===== src/rtl/serial_add_ctrl_if.sv =====
// Request/response bundle between a requesting unit and the bit-serial adder controller.
// Handshake: an operation is accepted on a rising edge where start && ready; done pulses
// for one cycle when result/cout/overflow become valid, and they hold until the next done.
interface serial_add_ctrl_if #(
  parameter int WIDTH = 8
);
  logic             start;
  logic             sub;
  logic [WIDTH-1:0] op_a;
  logic [WIDTH-1:0] op_b;
  logic             cin_in;
  logic             ready;
  logic             busy;
  logic             done;
  logic [WIDTH-1:0] result;
  logic             cout;
  logic             overflow;

  modport master (
    output start, sub, op_a, op_b, cin_in,
    input  ready, busy, done, result, cout, overflow
  );

  modport slave (
    input  start, sub, op_a, op_b, cin_in,
    output ready, busy, done, result, cout, overflow
  );
endinterface


===== src/rtl/serial_add_ctrl.sv =====
// Bit-serial add/subtract controller: one shared full adder is stepped over WIDTH cycles,
// LSB first, with the running carry held in a flop.
module full_adder (
  input  logic a,
  input  logic b,
  input  logic cin,
  output logic sum,
  output logic cout
);
  assign sum  = a ^ b ^ cin;
  assign cout = (a & b) | (a & cin) | (b & cin);
endmodule

module serial_add_ctrl #(
  parameter int WIDTH = 8
) (
  input  logic              clk,
  input  logic              rst_n,
  serial_add_ctrl_if.slave  bus,
  output logic [1:0]        dbg_state
);
  localparam int CW = (WIDTH > 2) ? $clog2(WIDTH) : 1;

  typedef enum logic [1:0] {
    S_IDLE = 2'd0,
    S_RUN  = 2'd1,
    S_DONE = 2'd2
  } state_t;

  state_t           state_q, state_d;
  logic [WIDTH-1:0] a_sh_q, a_sh_d;
  logic [WIDTH-1:0] b_sh_q, b_sh_d;
  logic             carry_q, carry_d;
  logic             c_msb_q, c_msb_d;
  logic [CW-1:0]    cnt_q, cnt_d;
  logic [WIDTH-1:0] result_q, result_d;
  logic             cout_q, cout_d;
  logic             ovf_q, ovf_d;

  logic fa_sum;
  logic fa_cout;

  full_adder u_fa (
    .a    (a_sh_q[0]),
    .b    (b_sh_q[0]),
    .cin  (carry_q),
    .sum  (fa_sum),
    .cout (fa_cout)
  );

  always_ff @(posedge clk or negedge rst_n) begin
    if (!rst_n) begin
      state_q  <= S_IDLE;
      a_sh_q   <= '0;
      b_sh_q   <= '0;
      carry_q  <= 1'b0;
      c_msb_q  <= 1'b0;
      cnt_q    <= '0;
      result_q <= '0;
      cout_q   <= 1'b0;
      ovf_q    <= 1'b0;
    end else begin
      state_q  <= state_d;
      a_sh_q   <= a_sh_d;
      b_sh_q   <= b_sh_d;
      carry_q  <= carry_d;
      c_msb_q  <= c_msb_d;
      cnt_q    <= cnt_d;
      result_q <= result_d;
      cout_q   <= cout_d;
      ovf_q    <= ovf_d;
    end
  end

  // A's shift register doubles as the accumulator: each sum bit enters at the MSB as the
  // consumed operand bit leaves at the LSB, so after WIDTH steps it holds the full result.
  always_comb begin
    state_d  = state_q;
    a_sh_d   = a_sh_q;
    b_sh_d   = b_sh_q;
    carry_d  = carry_q;
    c_msb_d  = c_msb_q;
    cnt_d    = cnt_q;
    result_d = result_q;
    cout_d   = cout_q;
    ovf_d    = ovf_q;

    unique case (state_q)
      S_IDLE: begin
        if (bus.start) begin
          a_sh_d  = bus.op_a;
          b_sh_d  = bus.sub ? ~bus.op_b : bus.op_b;
          carry_d = bus.sub ? 1'b1 : bus.cin_in;
          cnt_d   = '0;
          state_d = S_RUN;
        end
      end
      S_RUN: begin
        a_sh_d  = {fa_sum, a_sh_q[WIDTH-1:1]};
        b_sh_d  = {1'b0, b_sh_q[WIDTH-1:1]};
        carry_d = fa_cout;
        cnt_d   = cnt_q + 1'b1;
        if (cnt_q == CW'(WIDTH - 2)) begin
          c_msb_d = fa_cout;
        end
        if (cnt_q == CW'(WIDTH - 1)) begin
          // Final bit: publish outputs so they are valid on entry to DONE.
          result_d = {fa_sum, a_sh_q[WIDTH-1:1]};
          cout_d   = fa_cout;
          ovf_d    = c_msb_q ^ fa_cout;
          state_d  = S_DONE;
        end
      end
      S_DONE: begin
        state_d = S_IDLE;
      end
      default: begin
        state_d = S_IDLE;
      end
    endcase
  end

  assign bus.ready    = (state_q == S_IDLE);
  assign bus.busy     = (state_q == S_RUN);
  assign bus.done     = (state_q == S_DONE);
  assign bus.result   = result_q;
  assign bus.cout     = cout_q;
  assign bus.overflow = ovf_q;
  assign dbg_state    = state_q;
endmodule


===== src/flat_wrapper.sv =====
// flat-port wrapper written by rule: the top's interface ports become plain ports
module serial_add_ctrl_flat 
#(
  parameter int WIDTH = 8
)
  (clk, rst_n, dbg_state, bus_start, bus_sub, bus_op_a, bus_op_b, bus_cin_in, bus_ready, bus_busy, bus_done, bus_result, bus_cout, bus_overflow);
  serial_add_ctrl_if #(.WIDTH(WIDTH)) bus_i ();
  input  logic clk;
  input  logic rst_n;
  output logic [1:0] dbg_state;
  input wire logic [$bits(bus_i.start)-1:0] bus_start;
  input wire logic [$bits(bus_i.sub)-1:0] bus_sub;
  input wire logic [$bits(bus_i.op_a)-1:0] bus_op_a;
  input wire logic [$bits(bus_i.op_b)-1:0] bus_op_b;
  input wire logic [$bits(bus_i.cin_in)-1:0] bus_cin_in;
  output wire logic [$bits(bus_i.ready)-1:0] bus_ready;
  output wire logic [$bits(bus_i.busy)-1:0] bus_busy;
  output wire logic [$bits(bus_i.done)-1:0] bus_done;
  output wire logic [$bits(bus_i.result)-1:0] bus_result;
  output wire logic [$bits(bus_i.cout)-1:0] bus_cout;
  output wire logic [$bits(bus_i.overflow)-1:0] bus_overflow;
  assign bus_i.start = bus_start;
  assign bus_i.sub = bus_sub;
  assign bus_i.op_a = bus_op_a;
  assign bus_i.op_b = bus_op_b;
  assign bus_i.cin_in = bus_cin_in;
  assign bus_ready = bus_i.ready;
  assign bus_busy = bus_i.busy;
  assign bus_done = bus_i.done;
  assign bus_result = bus_i.result;
  assign bus_cout = bus_i.cout;
  assign bus_overflow = bus_i.overflow;
  serial_add_ctrl #(.WIDTH(WIDTH)) u_core (.clk(clk), .rst_n(rst_n), .bus(bus_i), .dbg_state(dbg_state));
endmodule

===== config.mk =====
export PLATFORM = sky130hd
export DESIGN_NAME = serial_add_ctrl_flat
export DESIGN_NICKNAME = d
export VERILOG_FILES = /design/src/rtl/serial_add_ctrl_if.sv /design/src/rtl/serial_add_ctrl.sv /design/src/flat_wrapper.sv
export SDC_FILE = /design/constraint.sdc
export NUM_CORES = 1
export LEC_CHECK = 0
export ABC_AREA = 1
export ABC_CLOCK_PERIOD_IN_PS = 1500
export CAP_MARGIN = 25
export CORE_ASPECT_RATIO = 1.4
export CORE_MARGIN = 2
export CORE_UTILIZATION = 40
export CTS_CLUSTER_DIAMETER = 150
export DETAILED_ROUTE_END_ITERATION = 10
export PLACE_DENSITY = 0.7
export SYNTH_ARGS = -nofsm -noshare
export SYNTH_HDL_FRONTEND = slang
export SYNTH_SLANG_ARGS = --single-unit

===== constraint.sdc =====
create_clock -name clk -period 1.5 [get_ports clk]
set_input_delay 0.225 -clock clk [delete_from_list [all_inputs] [get_ports clk]]
set_output_delay 0.225 -clock clk [all_outputs]
set_load 0.005 [all_outputs]

Yosys cells after proc, flatten, opt, wreduce, memory -nomap -nowiden
Index checks and enable logic that the tools add are counted.
{"block": "totals", "output_inout_bits": 15, "ff_bits": 33, "input_bits": 21}
{"block": "classes", "n_reduce_logical": 6, "bitwise_logic": 9, "add_sub_neg": 1, "mux": 13, "eq_ne": 6}
{"op": "$pmux 8 s2", "n": 2}
{"op": "$mux 8", "n": 3}
{"op": "$not 8->8", "n": 1}
{"op": "$reduce_and 2->1", "n": 4}
{"op": "$eq 3x3->1 const B", "n": 2}
{"op": "$pmux 3 s2", "n": 1}
{"op": "$mux 2", "n": 2}
{"op": "$pmux 2 s2", "n": 1}
{"op": "$add 3x1->3 const B", "n": 1}
{"op": "$and 1x1->1", "n": 3}
{"op": "$mux 3", "n": 1}
{"op": "$xor 1x1->1", "n": 3}
{"op": "$eq 2x1->1 const B", "n": 1}
{"op": "$eq 2x2->1 const B", "n": 1}
{"op": "$logic_not 2->1", "n": 1}
{"op": "$mux 1", "n": 2}
{"op": "$ne 2x1->1 const B", "n": 1}
{"op": "$ne 2x2->1 const B", "n": 1}
{"op": "$or 1x1->1", "n": 2}
{"op": "$pmux 1 s2", "n": 1}
{"op": "$reduce_bool 2->1", "n": 1}

Depth between registers and ports, before layout
Gate-level depths: netlist (run 1).
{"block": "logic_depth", "word_depth": 4, "mapped_depth": 7, "depth_no_buf": 6}

Hierarchy
A second synthesis (run 1) with hierarchy kept.
{"block": "unflattened", "cells_unflattened": 205, "hier_area_um2": 1647.8}
{"module": "serial_add_ctrl", "cells_each": 204, "n_inst": 1, "area_per_inst_um2": 1627.8}
{"module": "full_adder", "cells_each": 1, "n_inst": 1, "area_per_inst_um2": 20.0}

Least setup slack after synthesis (run 1)
No wires, ideal clock.
{"block": "synth_path", "path_type": "flip-flop to flip-flop", "from": "reg u_core.a_sh_q[0]", "to": "reg u_core.ovf_q (netlist: u_core.bus.overflow)", "path_stages_with_launch": 5, "slack_ns": 0.263, "required_ns": 1.384, "n_path_buf": 0, "t_arrival_ns": 1.120, "cell_sequence": "dfrtp_1 fa_1 xor2_1 nand2_1 nand2_1"}
{"block": "synth_between", "elab_chain_len": 4, "word_cells_on_any_way": 5}
{"item": "from (decl)", "line_no": "serial_add_ctrl.sv:31", "source": "logic [WIDTH-1:0] a_sh_q, a_sh_d;"}
{"item": "from (signal assigned)", "line_no": "serial_add_ctrl.sv:64", "source": "a_sh_q <= a_sh_d;"}
{"item": "$and 1x1->1", "line_no": "serial_add_ctrl.sv:11", "source": "assign cout = (a & b) | (a & cin) | (b & cin);"}
{"item": "$or 1x1->1 * (2 in a row)", "line_no": "serial_add_ctrl.sv:11"}
{"item": "via u_core.fa_cout", "line_no": "serial_add_ctrl.sv:41", "source": "logic fa_cout;"}
{"item": "$xor 1x1->1 *", "line_no": "serial_add_ctrl.sv:110", "source": "ovf_d = c_msb_q ^ fa_cout;"}
{"item": "to (signal assigned)", "line_no": "serial_add_ctrl.sv:71", "source": "ovf_q <= ovf_d;"}
{"item": "to (decl)", "line_no": "serial_add_ctrl.sv:38", "source": "logic ovf_q, ovf_d;"}
The timed path passes the listed nets; every way through them passes the cells marked *.
A chain may end at the register's enable or synchronous reset.

Worst setup path in the final report (run 1)
{"block": "layout_path", "from": "reg u_core.state_q[1] (netlist: u_core.dbg_state[1])", "to": "out bus_done"}
{"block": "layout_between", "elab_chain_len": 1}
{"item": "from (decl)", "line_no": "serial_add_ctrl.sv:30", "source": "state_t state_q, state_d;"}
{"item": "from (signal assigned)", "line_no": "serial_add_ctrl.sv:63", "source": "state_q <= state_d;"}
{"item": "$eq 2x2->1", "line_no": "serial_add_ctrl.sv:125", "source": "assign bus.done = (state_q == S_DONE);"}
{"item": "to (decl)", "line_no": "flat_wrapper.sv:18", "source": "output wire logic [$bits(bus_i.done)-1:0] bus_done;"}
No other way between the ends.

==> impl_metrics.csv, run 1 <==
group,metric,value,unit
status,run_status,"completed",
global_routing,grt_overflow_total,0,
synthesis,ys_ff_latch,33,
synthesis,synth.largest_area_cell,"dfrtp_1",
critical_path,critPathLaunchType,"flop",
sta,period_needed,1.47,ns
synthesis,synthesis.instances,218,
synthesis,yosys-top-cells-count,"nand2_1 (128), dfrtp_1 (33), nand3_1 (17)",
synthesis,async_flop_share,100,%
die,design.die.area,4610,um2
placed_design,placement.io_buffers,35,
placed_design,pre_cts_slack,0.0942,ns
synthesis,synth.lib_cells_used.distinct,17,
sta,fmax,682,MHz
critical_path,critPathMaxFanout,7,
sta,hold-worst-slack,0.299,ns
global_routing,first_pass_grt_wire_length,6.25,mm
global_routing,grt_pass1_vias,1420,
cts,clk_root_buffer_cell,"clkbuf_8",
cells_and_area,nets,291,
synthesis,synth-seq-area-share,50.7,%
sta,tightest_slew,0.416,ns
routing,drc_errors,0,
sta,report.final.setup_viol,0,
cts,clkLatencyLatePin,0.29,ns
critical_path,critPathCaptureType,"primary output",
die,top_level_ports,36,
cts,clock_sink_total,33,
synthesis,synthMostInstantiatedCell,"nand2_1",
cts,cts_tree,"done",
placed_design,gp_congestion,0.768,
routing,vias_per_cell,4.71,
global_routing,grt_antenna_before_repair,0,
routing,drt-initial-drc-count,50,
sta,timing.final.crit_share,97.7,%
cells_and_area,layout_cells_sized_above_1,11.2,%
synthesis,post_synth_instance_area,1630,um2
power_and_ir_drop,ir_drop_worst_vdd,973,uV
placed_design,dp_hpwl,2.51,mm
die,core-area,3920,um2
die,dieHeight,79.5,um
sta,timing.clock.skew,0.00868,ns
routing,first_pass_iters,4,
synthesis,yosys.area.top_type_share,50.7,%
hold_path,min_path_type,"input port to async pin",
cells_and_area,syn_to_final_growth,37.1,%
cells_and_area,antennaDiodeCount,0,
critical_path,worst_path_required,1.27,ns
power_and_ir_drop,power-per-cell-area,1820,nW/um2
synthesis,ys_top_cells_by_area,"dfrtp_1 (51%), nand2_1 (29%), nand3_1 (5.2%)",
routing,wl_per_cell,11.2,um
die,die_w,58.0,um
cts,cts-buffers-inserted,5,
synthesis,synth_fp_nets,243,
critical_path,critPathKind,"flop to primary output",
cells_and_area,register_area,828,um2
synthesis,yosys_warnings,0,
die,initial_utilization,41.6,%
cells_and_area,multi_input_area,706,um2
routing,detail-route-antenna-nets,0,
sta,layout_setup_ws,0.0340,ns
power_and_ir_drop,p_leak,1.22,nW
sta,timing_hold_violations_final,0,
cts,cts_hold_buf,0,
sta,finalSetupTns,0,ns
routing,routed_wirelength,3.47,mm
die,core.rowCount,27,
sta,grt_setup_unrepaired,"false",
critical_path,critical_path_arrival,1.24,ns
synthesis,synth_enable_flop_cells,0,
synthesis,synth_area_per_cell,7.48,um2
global_routing,grtUsageTotal,18.0,%
sta,timing.max_slew.rel_slack,72.2,%
routing,route.vias.total,1460,
cts,clockBufferDepth,2,
cts,cts.htree.levels,2,
sta,timing.final.max_slew_violations,0,
flow_run,max-cap-violations,0,
cells_and_area,nFillCells,367,
global_routing,grt_start_max_net_pins,34,
cts,clk_pin_slew,0.07,ns
synthesis,synth_flop_cell,"dfrtp_1",
state kept, by name, summed over array words and instances (netlist names):
name                 flops
u_core.c_msb_q           1
u_core.b_sh_q            8
u_core.a_sh_q            8
u_core.bus.cout          1
u_core.dbg_state         2
u_core.bus.result        8
u_core.bus.overflow      1
u_core.cnt_q             3
u_core.carry_q           1
per-layer routing:
metal  up-vias  GRT usage [%]  wire length [um]
met5         -              0                 0
met4         0           9.07                71
met3         4           4.86               197
met2        41           30.5              1750
met1       654           20.4              1460
li1        761              -                 -
placed cells by master (no fill, tap or decap), drive strengths merged:
master and count:
nand2 128, dfrtp 33, clkdlybuf4s50 30, nand3 17
buf 15, inv 15, clkbuf 7, dlygate4sd2 4
nor2 4, o21ai 4, ha 3, xor2 2
o22ai 1, nand4 1, fa 1, bufinv 1
clkdlybuf4s15 1
worst max-delay path: stages, from the launching register on:
cell           delay (ns)
dfrtp_2              0.43
buf_4                0.16
inv_6                0.07
nor2_1               0.04
dlygate4sd2_1        0.26
report_power, final:
group          switching (mW)  leakage (nW)  internal, mW  total, mW
sequential              0.256         0.419          1.27       1.53
clock                   0.325        0.0585         0.541      0.866
combinational           0.845         0.739         0.828       1.67
cell families (layout without fill, tap and decap cells):
family / after synthesis / count (layout) / share of synthesized area [%]
AO/OA/AOI/OAI: 5 / 5 / 1.61
XOR/XNOR: 2 / 2 / 1.07
adder cells (fa/ha/maj): 4 / 4 / 3.53
buffers and inverters: 24 / 73 / 6.52
flip-flops: 33 / 33 / 50.7
AND/OR/NAND/NOR: 150 / 150 / 36.6
cell type report:
type / count / area share (%)
sequential: 33 / 37.0
multi-input combinational: 161 / 31.6
timing repair buffer: 50 / 21.0
clock buffer: 7 / 3.86
inverter: 15 / 2.74
tap: 43 / 2.41
clock inverter: 1 / 1.34
final timing paths:
kind,slack [ns],from,end,depth (start not counted)
min reg2reg,0.48,u_core.bus.result[4],u_core.bus.result[4],2
max,0.03,u_core.dbg_state[1],bus_done,4
max in group asynchronous,1.01,rst_n,u_core.dbg_state[0],2
max reg2reg,0.11,u_core.dbg_state[0],u_core.a_sh_q[1],7
min in group clk,0.48,u_core.bus.result[4],u_core.bus.result[4],2
min,0.30,rst_n,u_core.bus.result[7],2
repair_timing:
action	in CTS	in global routing
endpoints found under the setup margin	5	2
setup buffers	5	0
resized for setup	10	2
through the flow:
stage	cell area (um2)	util, %	instances	total power [mW]
detailed placement	2070	52.9	297	3.19
finish	2240	57.1	310	4.07
floorplan	1630	-	218	2.47
CTS	2230	57.0	310	4.11
global route	2240	57.1	310	4.42
global placement	2070	52.9	297	3.13
Note: power is estimated with default switching activity, not from simulation.
==> run 2: changes to the inputs <==
--- a/config.mk
+++ b/config.mk
@@ -7,7 +7,6 @@
 export LEC_CHECK = 0
 export ABC_AREA = 1
 export ABC_CLOCK_PERIOD_IN_PS = 1500
-export CAP_MARGIN = 25
 export CORE_ASPECT_RATIO = 1.4
 export CORE_MARGIN = 2
 export CORE_UTILIZATION = 40
==> results of run 2 <==
Final layout, timing and power as in run 1 (identical DEF).
